## config.mk

```make
export PLATFORM = sky130hd
export DESIGN_NAME = shared_port_arbiter
export DESIGN_NICKNAME = d
export VERILOG_FILES = /design/src/rtl/shared_port_arbiter.sv
export SDC_FILE = /design/constraint.sdc
export NUM_CORES = 1
export LEC_CHECK = 0
export BUFFER_PORTS_ARGS = -buffer_cell sky130_fd_sc_hd__buf_2
export CAP_MARGIN = 20
export CORE_ASPECT_RATIO = 1.5
export CORE_MARGIN = 2
export CORE_UTILIZATION = 25
export CTS_BUF_LIST = sky130_fd_sc_hd__clkbuf_4 sky130_fd_sc_hd__clkbuf_8 sky130_fd_sc_hd__clkbuf_16
export DETAILED_ROUTE_END_ITERATION = 10
export GPL_TIMING_DRIVEN = 0
export PLACE_DENSITY = 0.52
export SETUP_SLACK_MARGIN = 0.3
export SYNTH_ARGS = -nofsm -noshare
export SYNTH_HDL_FRONTEND = slang
export SYNTH_SLANG_ARGS = --single-unit
```

## constraint.sdc

```tcl
create_clock -name clk -period 3.15 [get_ports clk]
set_input_delay 0.1575 -clock clk [delete_from_list [all_inputs] [get_ports clk]]
set_output_delay 0.1575 -clock clk [all_outputs]
set_load 0.01 [all_outputs]
```

## src/rtl/shared_port_arbiter.sv

```systemverilog
// shared_port_arbiter
//   Round-robin owner of a single downstream port shared by NUM_REQ requesters.
//   Grants are registered and ownership lasts until the owner releases it.
//   Every change of owner passes through exactly one dead (TURN) cycle.
//
// Ports
//   clk, rst_n  : rising-edge clock, asynchronous active-low reset
//   req         : per-requester request level
//   done        : per-requester release pulse (only the owner's bit counts)
//   req_data    : packed requester data, slot i at [i*DATA_W +: DATA_W]
//   gnt         : registered one-hot grant (zero in IDLE/TURN)
//   gnt_id      : index of the current/last owner (held while idle)
//   bus_valid   : high while an owner holds the bus
//   bus_data    : owner's data slice, zero when bus_valid is low
//   timeout     : one-cycle pulse in the TURN after a forced release
//                 (present only with SHARED_PORT_ARBITER_TIMEOUT_EN)
//
// Build option
//   SHARED_PORT_ARBITER_TIMEOUT_EN : bounds ownership to MAX_HOLD cycles.
module shared_port_arbiter #(
  parameter  int NUM_REQ  = 4,
  parameter  int DATA_W   = 8,
  parameter  int MAX_HOLD = 15,
  localparam int IDW      = (NUM_REQ > 1) ? $clog2(NUM_REQ) : 1
) (
  input  logic                      clk,
  input  logic                      rst_n,
  input  logic [NUM_REQ-1:0]        req,
  input  logic [NUM_REQ-1:0]        done,
  input  logic [NUM_REQ*DATA_W-1:0] req_data,
  output logic [NUM_REQ-1:0]        gnt,
  output logic [IDW-1:0]            gnt_id,
  output logic                      bus_valid,
  output logic [DATA_W-1:0]         bus_data
`ifdef SHARED_PORT_ARBITER_TIMEOUT_EN
  ,
  output logic                      timeout
`endif
);

  if (NUM_REQ < 2 || NUM_REQ > 8 || DATA_W < 1 || MAX_HOLD < 1) begin : g_cfg_check
    $error("shared_port_arbiter: unsupported parameter set");
  end

  typedef enum logic [1:0] {IDLE, OWN, TURN} state_e;

  state_e               state_q, state_d;
  logic [NUM_REQ-1:0]   gnt_q, gnt_d;
  logic [IDW-1:0]       gnt_id_q, gnt_id_d;
  logic                 bus_valid_q, bus_valid_d;
  logic [IDW-1:0]       rr_ptr_q, rr_ptr_d;

  logic                 win_found;
  logic [IDW-1:0]       win_id;
  logic [IDW-1:0]       cand;
  logic                 owner_rel;
  logic                 rel_forced;

`ifdef SHARED_PORT_ARBITER_TIMEOUT_EN
  localparam int HCW = $clog2(MAX_HOLD + 1);
  logic [HCW-1:0]       hold_cnt_q, hold_cnt_d;
  logic                 timeout_q, timeout_d;

  // A done/req-drop in the last allowed cycle wins over the forced release.
  always_comb begin
    rel_forced = (state_q == OWN) && !owner_rel && (hold_cnt_q == HCW'(MAX_HOLD - 1));
    hold_cnt_d = (state_q == OWN) ? hold_cnt_q + HCW'(1) : '0;
    timeout_d  = rel_forced;
  end

  always_ff @(posedge clk or negedge rst_n) begin
    if (!rst_n) begin
      hold_cnt_q <= '0;
      timeout_q  <= 1'b0;
    end else begin
      hold_cnt_q <= hold_cnt_d;
      timeout_q  <= timeout_d;
    end
  end

  assign timeout = timeout_q;
`else
  assign rel_forced = 1'b0;
`endif

  // First set request at or after rr_ptr, wrapping around.
  always_comb begin
    win_found = 1'b0;
    win_id    = '0;
    cand      = '0;
    for (int unsigned i = 0; i < NUM_REQ; i++) begin
      cand = IDW'((32'(rr_ptr_q) + i) % NUM_REQ);
      if (!win_found && req[cand]) begin
        win_found = 1'b1;
        win_id    = cand;
      end
    end
  end

  assign owner_rel = done[gnt_id_q] | ~req[gnt_id_q];

  always_comb begin
    state_d     = state_q;
    gnt_d       = gnt_q;
    gnt_id_d    = gnt_id_q;
    bus_valid_d = bus_valid_q;
    rr_ptr_d    = rr_ptr_q;
    case (state_q)
      IDLE, TURN: begin
        gnt_d       = '0;
        bus_valid_d = 1'b0;
        state_d     = IDLE;
        if (win_found) begin
          state_d        = OWN;
          gnt_d[win_id]  = 1'b1;
          gnt_id_d       = win_id;
          bus_valid_d    = 1'b1;
        end
      end
      OWN: begin
        if (owner_rel || rel_forced) begin
          state_d     = TURN;
          gnt_d       = '0;
          bus_valid_d = 1'b0;
          rr_ptr_d    = (gnt_id_q == IDW'(NUM_REQ - 1)) ? '0 : gnt_id_q + IDW'(1);
        end
      end
      default: begin
        state_d     = IDLE;
        gnt_d       = '0;
        bus_valid_d = 1'b0;
      end
    endcase
  end

  always_ff @(posedge clk or negedge rst_n) begin
    if (!rst_n) begin
      state_q     <= IDLE;
      gnt_q       <= '0;
      gnt_id_q    <= '0;
      bus_valid_q <= 1'b0;
      rr_ptr_q    <= '0;
    end else begin
      state_q     <= state_d;
      gnt_q       <= gnt_d;
      gnt_id_q    <= gnt_id_d;
      bus_valid_q <= bus_valid_d;
      rr_ptr_q    <= rr_ptr_d;
    end
  end

  always_comb begin
    bus_data = '0;
    for (int unsigned i = 0; i < NUM_REQ; i++) begin
      if (bus_valid_q && gnt_id_q == IDW'(i)) begin
        bus_data = req_data[i*DATA_W +: DATA_W];
      end
    end
  end

  assign gnt       = gnt_q;
  assign gnt_id    = gnt_id_q;
  assign bus_valid = bus_valid_q;

endmodule
```

# Yosys cells after proc, flatten, opt, wreduce, memory -nomap -nowiden
# Index checks and enable logic that the tools add are counted.
# totals
register_bits	11
latch_bits	0
ram_bits	0
rom_bits	0
out_inout_bits	15
elab_cells	76
n_memories	0
# op_classes
addsub	4
multipliers	0
div	0
magnitude_cmp	7
eq_ne	6
n_shift	0
muxes	36
bitwise	2
n_reduce_logical	16
# op_table
op	n
$mux 8	4
$lt 2x3->1 const B	6
$mux 1	14
$bmux 1 s2	6
$mux 2	6
$logic_and 1x1->1	8
$mux 4	2
$pmux 4 s2	1
$eq 2x2->1 const B	3
$add 2x1->2 const B	2
$add 2x2->2 const B	2
$eq 2x1->1 const B	2
$logic_not 2->1	2
$pmux 2 s2	1
$reduce_and 2->1	2
$logic_not 1->1	3
$demux 1 s2	1
$ge 2x1->1 const B	1
$ne 2x2->1 const B	1
$pmux 1 s2	1
$reduce_or 2->1	1
$not 1->1	1
$or 1x1->1	1

# Depth between registers and ports, before layout
# Gate-level depths: netlist (run 1).
# depth
depth_word	18
mapped_depth	8
mapped_depth_nobuf	6

# Worst setup path before layout (run 1)
# No wires, ideal clock.
# synth_timing
path_kind	reg-to-output
startpoint	reg gnt_id_q[1] (netlist: gnt_id[1])
endpoint	out bus_data[6]
t_arrival_ns	1.611
required_time_ns	2.992
setup_slack_ns	1.381
stages_incl_launch_ff	9
cell_sequence	dfrtp_1 -> inv_1 -> ha_1 -> buf_2 -> nor2b_1 -> clkbuf_1 -> a221oi_1 -> a21oi_1 -> a22o_1
# synth_via
elab_chain_cells	6
# synth_lines
element	line_no	rtl
start: declaration	49	logic [IDW-1:0] gnt_id_q, gnt_id_d;
start signal: assignment	146	gnt_id_q <= gnt_id_d;
$logic_not 2->1	155	if (bus_valid_q && gnt_id_q == IDW'(i)) begin
$logic_and 1x1->1	155	
$mux 8 (3 in series)	155	
$mux 8 (*)	155	
end: declaration	34	output logic [DATA_W-1:0] bus_data
# Mark *: on every way between the ends. The rest lies on a longest branch, timed or not.

# Worst setup path after layout (run 1)
# layout_timing
startpoint	reg gnt_id_q[1] (netlist: gnt_id[1])
endpoint	out bus_data[2]
# The elaborated chain is that of the path after synthesis.

==> results of run 1 <==
-- kinds of logic (layout without fill, tap and decap cells) --
family,Yosys count,in the layout,share of synthesized area [%]
AOI/OAI and AO/OA,34,34,31.4
muxes,4,4,5.13
and+or+nand+nor,24,24,19.5
buffers and inverters,17,78,7.84
DFF,10,10,30.2
adders and majority gates,4,4,6.03
-- cell usage after synthesis, types with 2 or more instances --
cell type	instances	area (sq um)
ha_1	4	50.1
nor2b_1	4	25.0
a32o_1	4	40.0
a21oi_1	10	50.1
nor2_1	4	15.0
nand2_1	3	11.3
clkbuf_1	2	7.51
buf_1	2	7.51
mux2_1	2	22.5
mux2i_1	2	20.0
a221oi_1	8	70.1
a22o_1	8	70.1
inv_1	12	45.0
dfrtp_1	10	250
-- where the power goes --
| part | switching [W] | internal (W) |
|---|---|---|
| clock network | 0.0000468 | 0.000110 |
| logic | 0.000369 | 0.000328 |
| registers | 0.0000680 | 0.000188 |
-- worst max-delay path by stage --
stage	end	slack, ns	from	cells after the start
floorplan	bus_data[6]	1.38	gnt_id[1]	8
CTS	bus_data[2]	0.82	gnt_id[1]	9
global placement	bus_data[1]	1.15	gnt_id[1]	9
detailed placement	bus_data[2]	1.08	gnt_id[1]	9
finish	bus_data[2]	0.84	gnt_id[1]	9
global route	bus_data[2]	0.64	gnt_id[1]	9
-- metrics by stage --
| stage | hold WS, ns | worst slack, ns | cells |
|---|---|---|---|
| after CTS | 0.308 | 0.821 | 194 |
| after global routing | 0.342 | 0.642 | 194 |
| after detailed placement | 0.0260 | 1.08 | 189 |
| after global placement | 0.0204 | 1.15 | 189 |
| after floorplan | -0.138 | 1.38 | 93 |
| final | 0.312 | 0.843 | 194 |
-- state kept, by name (all words and copies together), names as in the netlist --
register / flops
rr_ptr_q: 2
gnt_id: 2
gnt: 4
state_q: 2
-- layout by cell type, fill, tap and decap left out, types with 4 or more instances in the layout --
cell type  netlist  final
buf_2            1     57
inv_1           12     12
a21oi_1         10     10
dfrtp_1         10     10
a221oi_1         8      8
a22o_1           8      8
nor2b_1          4      4
nor2_1           4      4
a32o_1           4      4
ha_1             4      4
clkbuf_8         0      4
-- layer usage --
metal | wire length (microns) | vias up | share of wire, %
li1 | - | 478 | -
met1 | 992 | 412 | 40
met2 | 1180 | 52 | 47
met3 | 329 | 0 | 13
met4 | 0 | 0 | 0
met5 | 0 | - | 0
-- worst max-delay path: stages, from the launching register on --
cell	delay (ns)
dfrtp_1	0.47
inv_1	0.12
ha_1	0.18
buf_2	0.17
nor2b_1	0.11
clkbuf_1	0.29
a221oi_1	0.13
a21oi_1	0.17
a22o_1	0.15
buf_2	0.12
-- layout make-up --
type / count / area (sq um)
well taps: 40 / 50.0
inverters: 12 / 45.0
clock buffers: 4 / 55.1
plain buffers: 5 / 20.0
flip-flops and latches: 10 / 250
repair buffers: 57 / 290
multi-input cells: 66 / 514
fillers: 350 / 1930
==> out/metrics.yaml, run 1 <==
outcome: "finished, final reports clean"
synth-main-ff-cell: "dfrtp_1"
worstReg2RegEnd: "state_q[0]"
place_area_sq_mm: 0.00116
syn-cell-area_sq_um: 830
grt-busiest-layer: "met2"
gr-usage-met2_pct: 24.8
drcViolationCount: 0
timing.final.crit_period_ns: 2.31
ys_ff_latch: 10
core_sq_mm: 0.00316
antenna_found_initial: 0
power_w: 0.00111
vdd_drop_max_mv: 0.503
grt_max_degree: 11
final_area_sq_mm: 0.00122
post_cts_resized: 0
io_pins: 57
final_net_count: 201
reg2regPathDepth: 4
worstPathRequired_ns: 2.99
grt_pass1_vias: 915
syn_avg_cell_area_sq_um: 8.92
hold_viol: 0
vias_per_cell: 4.86
syn_to_final_growth_pct: 47.7
cap_violations: 0
synth.distinct_cells: 32
regToRegStartpoint: "gnt_id[0]"
path_clk_slew_ns: 0.05
overflow: 0
fin_skew_ns: 0.00115
yosysSeqAreaShare_pct: 30.2
slew_headroom_pct: 58.0
drv_slew: 0
drt_pre_antenna_iters: 4
fmax_mhz: 434
met1_usage_pct: 13.4
start_util_pct: 26.3
setup_viol: 0
grt_pass1_wl_microns: 3830
fp.dieW_microns: 51.0
num_rows: 25
p_leak_nw: 0.663
die-area_sq_mm: 0.00380
clk_latency_ns: 0.23
critPathKind: "reg -> out"
rsz0062_at_grt: "no"
cts_tree: "done"
cts_sinks: 10
io_buffers: 56
drt-initial-drc-count: 5
hp-class: "in -> async"
vias: 942
critPathCaptureType: "primary output"
setup_tns_ns: 0
antenna_cells: 0
synthArstFlopShare_pct: 100
root_buffer: "clkbuf_8"
avgRoutedWirePerCell_microns: 12.9
cts_max_level: 1
powerDensity_mw_per_mm2: 905
drt-total-wl_microns: 2500
cp.arrival_ns: 2.15
met3_usage_pct: 3.01
drive_gt1_share_pct: 41.6
cts_buffer_depth: 2
cts-hold-fix-buffers: 1
drtAntennaViolNets: 0
setup.worst_path.start_class: "register"
synth-edff-count: 0
postCtsSetupBuffers: 0
ys_warn_count: 0
worst_pin_slew_ns: 0.630
gp_congestion: 0.781
syn_inst: 93
finalCritPeriodShare_pct: 73.2
final_util_pct: 38.8
cts_made_buffers: 3
r2r_slack_ns: 1.41
dieHeight_microns: 74.6
cp_max_fo: 9
synth_fp_nets: 139
dpl.hpwl_microns: 2090
grt_usage_pct: 12.8
(Power assumes the default switching activity.)
==> run 2, diff against run 1 <==
clock period = 2.4 ns   (was 3.15 ns; I/O delays follow)
==> run 2 against run 1 <==
Against the previous run:
- largest cell class unchanged
- critical endpoint is now bus_data[5]
- critical path depth is 2 lower
- critical path type unchanged
- first-iteration DRC count is 60% higher
- global-route usage increased by 0.12 points
- sequential power rose by 24%
- non-clock buffer count increased by 5
- count of clock-buffer cells in the layout did not move
- highest routed layer is now met4
==> out/metrics.yaml, run 2 (synthesized netlist as in run 1, its figures left out) <==
cts_buffer_depth: 2
grt_pass1_wl_microns: 3870
drt_pre_antenna_iters: 4
syn_to_final_growth_pct: 58.7
overflow: 0
antenna_found_initial: 0
routedLengthMet1_microns: 1020
fin_skew_ns: 0.00106
max_stage_delay_ns: 0.40
final_net_count: 206
final_area_sq_mm: 0.00132
hp-class: "in -> async"
grt_pass1_vias: 929
clk_latency_ns: 0.23
p_leak_nw: 0.704
rsz0062_at_grt: "no"
cts_tree: "done"
drcViolationCount: 0
fp.dieW_microns: 51.0
io_pins: 57
setup_tns_ns: 0
largest_reg_flops: 4
worstPathRequired_ns: 2.28
whs_ns: 0.273
worst-path-stages: 7
slew_headroom_pct: 58.4
drv_slew: 0
cp_top_family: "buffers and inverters"
antenna_cells: 0
outcome: "finished, final reports clean"
layout_common_cells: "56 x buf_2, 11 x inv_1, 10 x a21oi_1, 8 x a22o_1, 8 x dfrtp_1"
avgRoutedWirePerCell_microns: 13.1
die-area_sq_mm: 0.00380
wl_met3_microns: 327
final_util_pct: 41.7
place_ws_ns: 0.372
gp_congestion: 0.781
fmax_mhz: 512
top_layer: "met4"
critPathKind: "reg -> out"
io_buffers: 56
place_area_sq_mm: 0.00116
dpl.hpwl_microns: 2090
cp_max_fo: 10
reg2regPathDepth: 6
wl_met2_microns: 1250
timing.final.crit_period_ns: 1.95
path_clk_slew_ns: 0.05
cts_made_buffers: 3
fin_ws_ns: 0.446
vias: 972
grt_max_degree: 11
root_buffer: "clkbuf_8"
core_sq_mm: 0.00316
cts_sinks: 10
worst_pin_slew_ns: 0.623
powerDensity_mw_per_mm2: 1230
cts_max_level: 1
cp.arrival_ns: 1.83
drive_gt1_share_pct: 50.9
r2r_slack_ns: 0.48
crit_chain: "buf_4 -> ha_2 -> clkbuf_2 -> a221oi_1 -> a21oi_1 -> a22o_1 -> buf_2"
regToRegStartpoint: "gnt_id[1]"
num_rows: 25
grt_usage_pct: 13.0
vdd_drop_max_mv: 0.722
slowest_stage: "dfrtp_2"
start_util_pct: 26.3
dieHeight_microns: 74.6
setup.worst_path.start_class: "register"
drt-initial-drc-count: 8
vias_per_cell: 4.88
cap_violations: 0
critPathCaptureType: "primary output"
drtAntennaViolNets: 0
crit_start: "gnt_id[1]"
drt-total-wl_microns: 2600
setup_viol: 0
cp_num_buf_inv: 3
final_common_cell: "buf_2"
finalCritPeriodShare_pct: 81.4
hold_viol: 0
==> run 2: cell count changes in the layout (fill, tap and decap cells not counted), sizes merged <==
cell,delta
buf,+5
==> run 2: area by class of cell <==
class / instances / area, sq um
Fill cell: 340 / 1840
Clock buffer: 4 / 55.1
Buffer: 5 / 31.3
Timing Repair Buffer: 62 / 328
Tap cell: 40 / 50.0
Multi-Input combinational cell: 66 / 554
Inverter: 12 / 45.0
Sequential cell: 10 / 253
==> run 2: layer usage <==
layer	GRT usage, %	up-vias
li1	-	487
met1	13.5	429
met2	25.1	54
met3	3.01	2
met4	3.90	0
met5	0	-
==> run 2: metrics by stage <==
step | std cells | power [W]
3_5_place_dp | 189 | 0.00126
6_report | 199 | 0.00162
2_1_floorplan | 93 | 0.000951
5_1_grt | 199 | 0.00175
3_3_place_gp | 189 | 0.00124
4_1_cts | 194 | 0.00150
==> run 2: power breakdown <==
| group | internal (W) | switching [W] | total (W) |
|---|---|---|---|
| clock network | 0.000144 | 0.0000634 | 0.000207 |
| registers | 0.000250 | 0.0000682 | 0.000318 |
| logic | 0.000537 | 0.000553 | 0.00109 |
==> run 2: timing repair <==
item | CTS | global route
pin swaps | 0 | 0
resized for setup | 5 | 11
hold buffers | 1 | 0
setup buffers | 0 | 5
endpoints found under the setup margin | 8 | 8
hold endpoints to repair | 10 | 0
==> run 2: worst paths after layout <==
| kind | end |
|---|---|
| min reg2reg | gnt[0] |
| min | gnt[2] |
| max in group asynchronous | gnt_id[0] |
| min in group clk | gnt_id[1] |
| max | bus_data[5] |
| max reg2reg | state_q[0] |
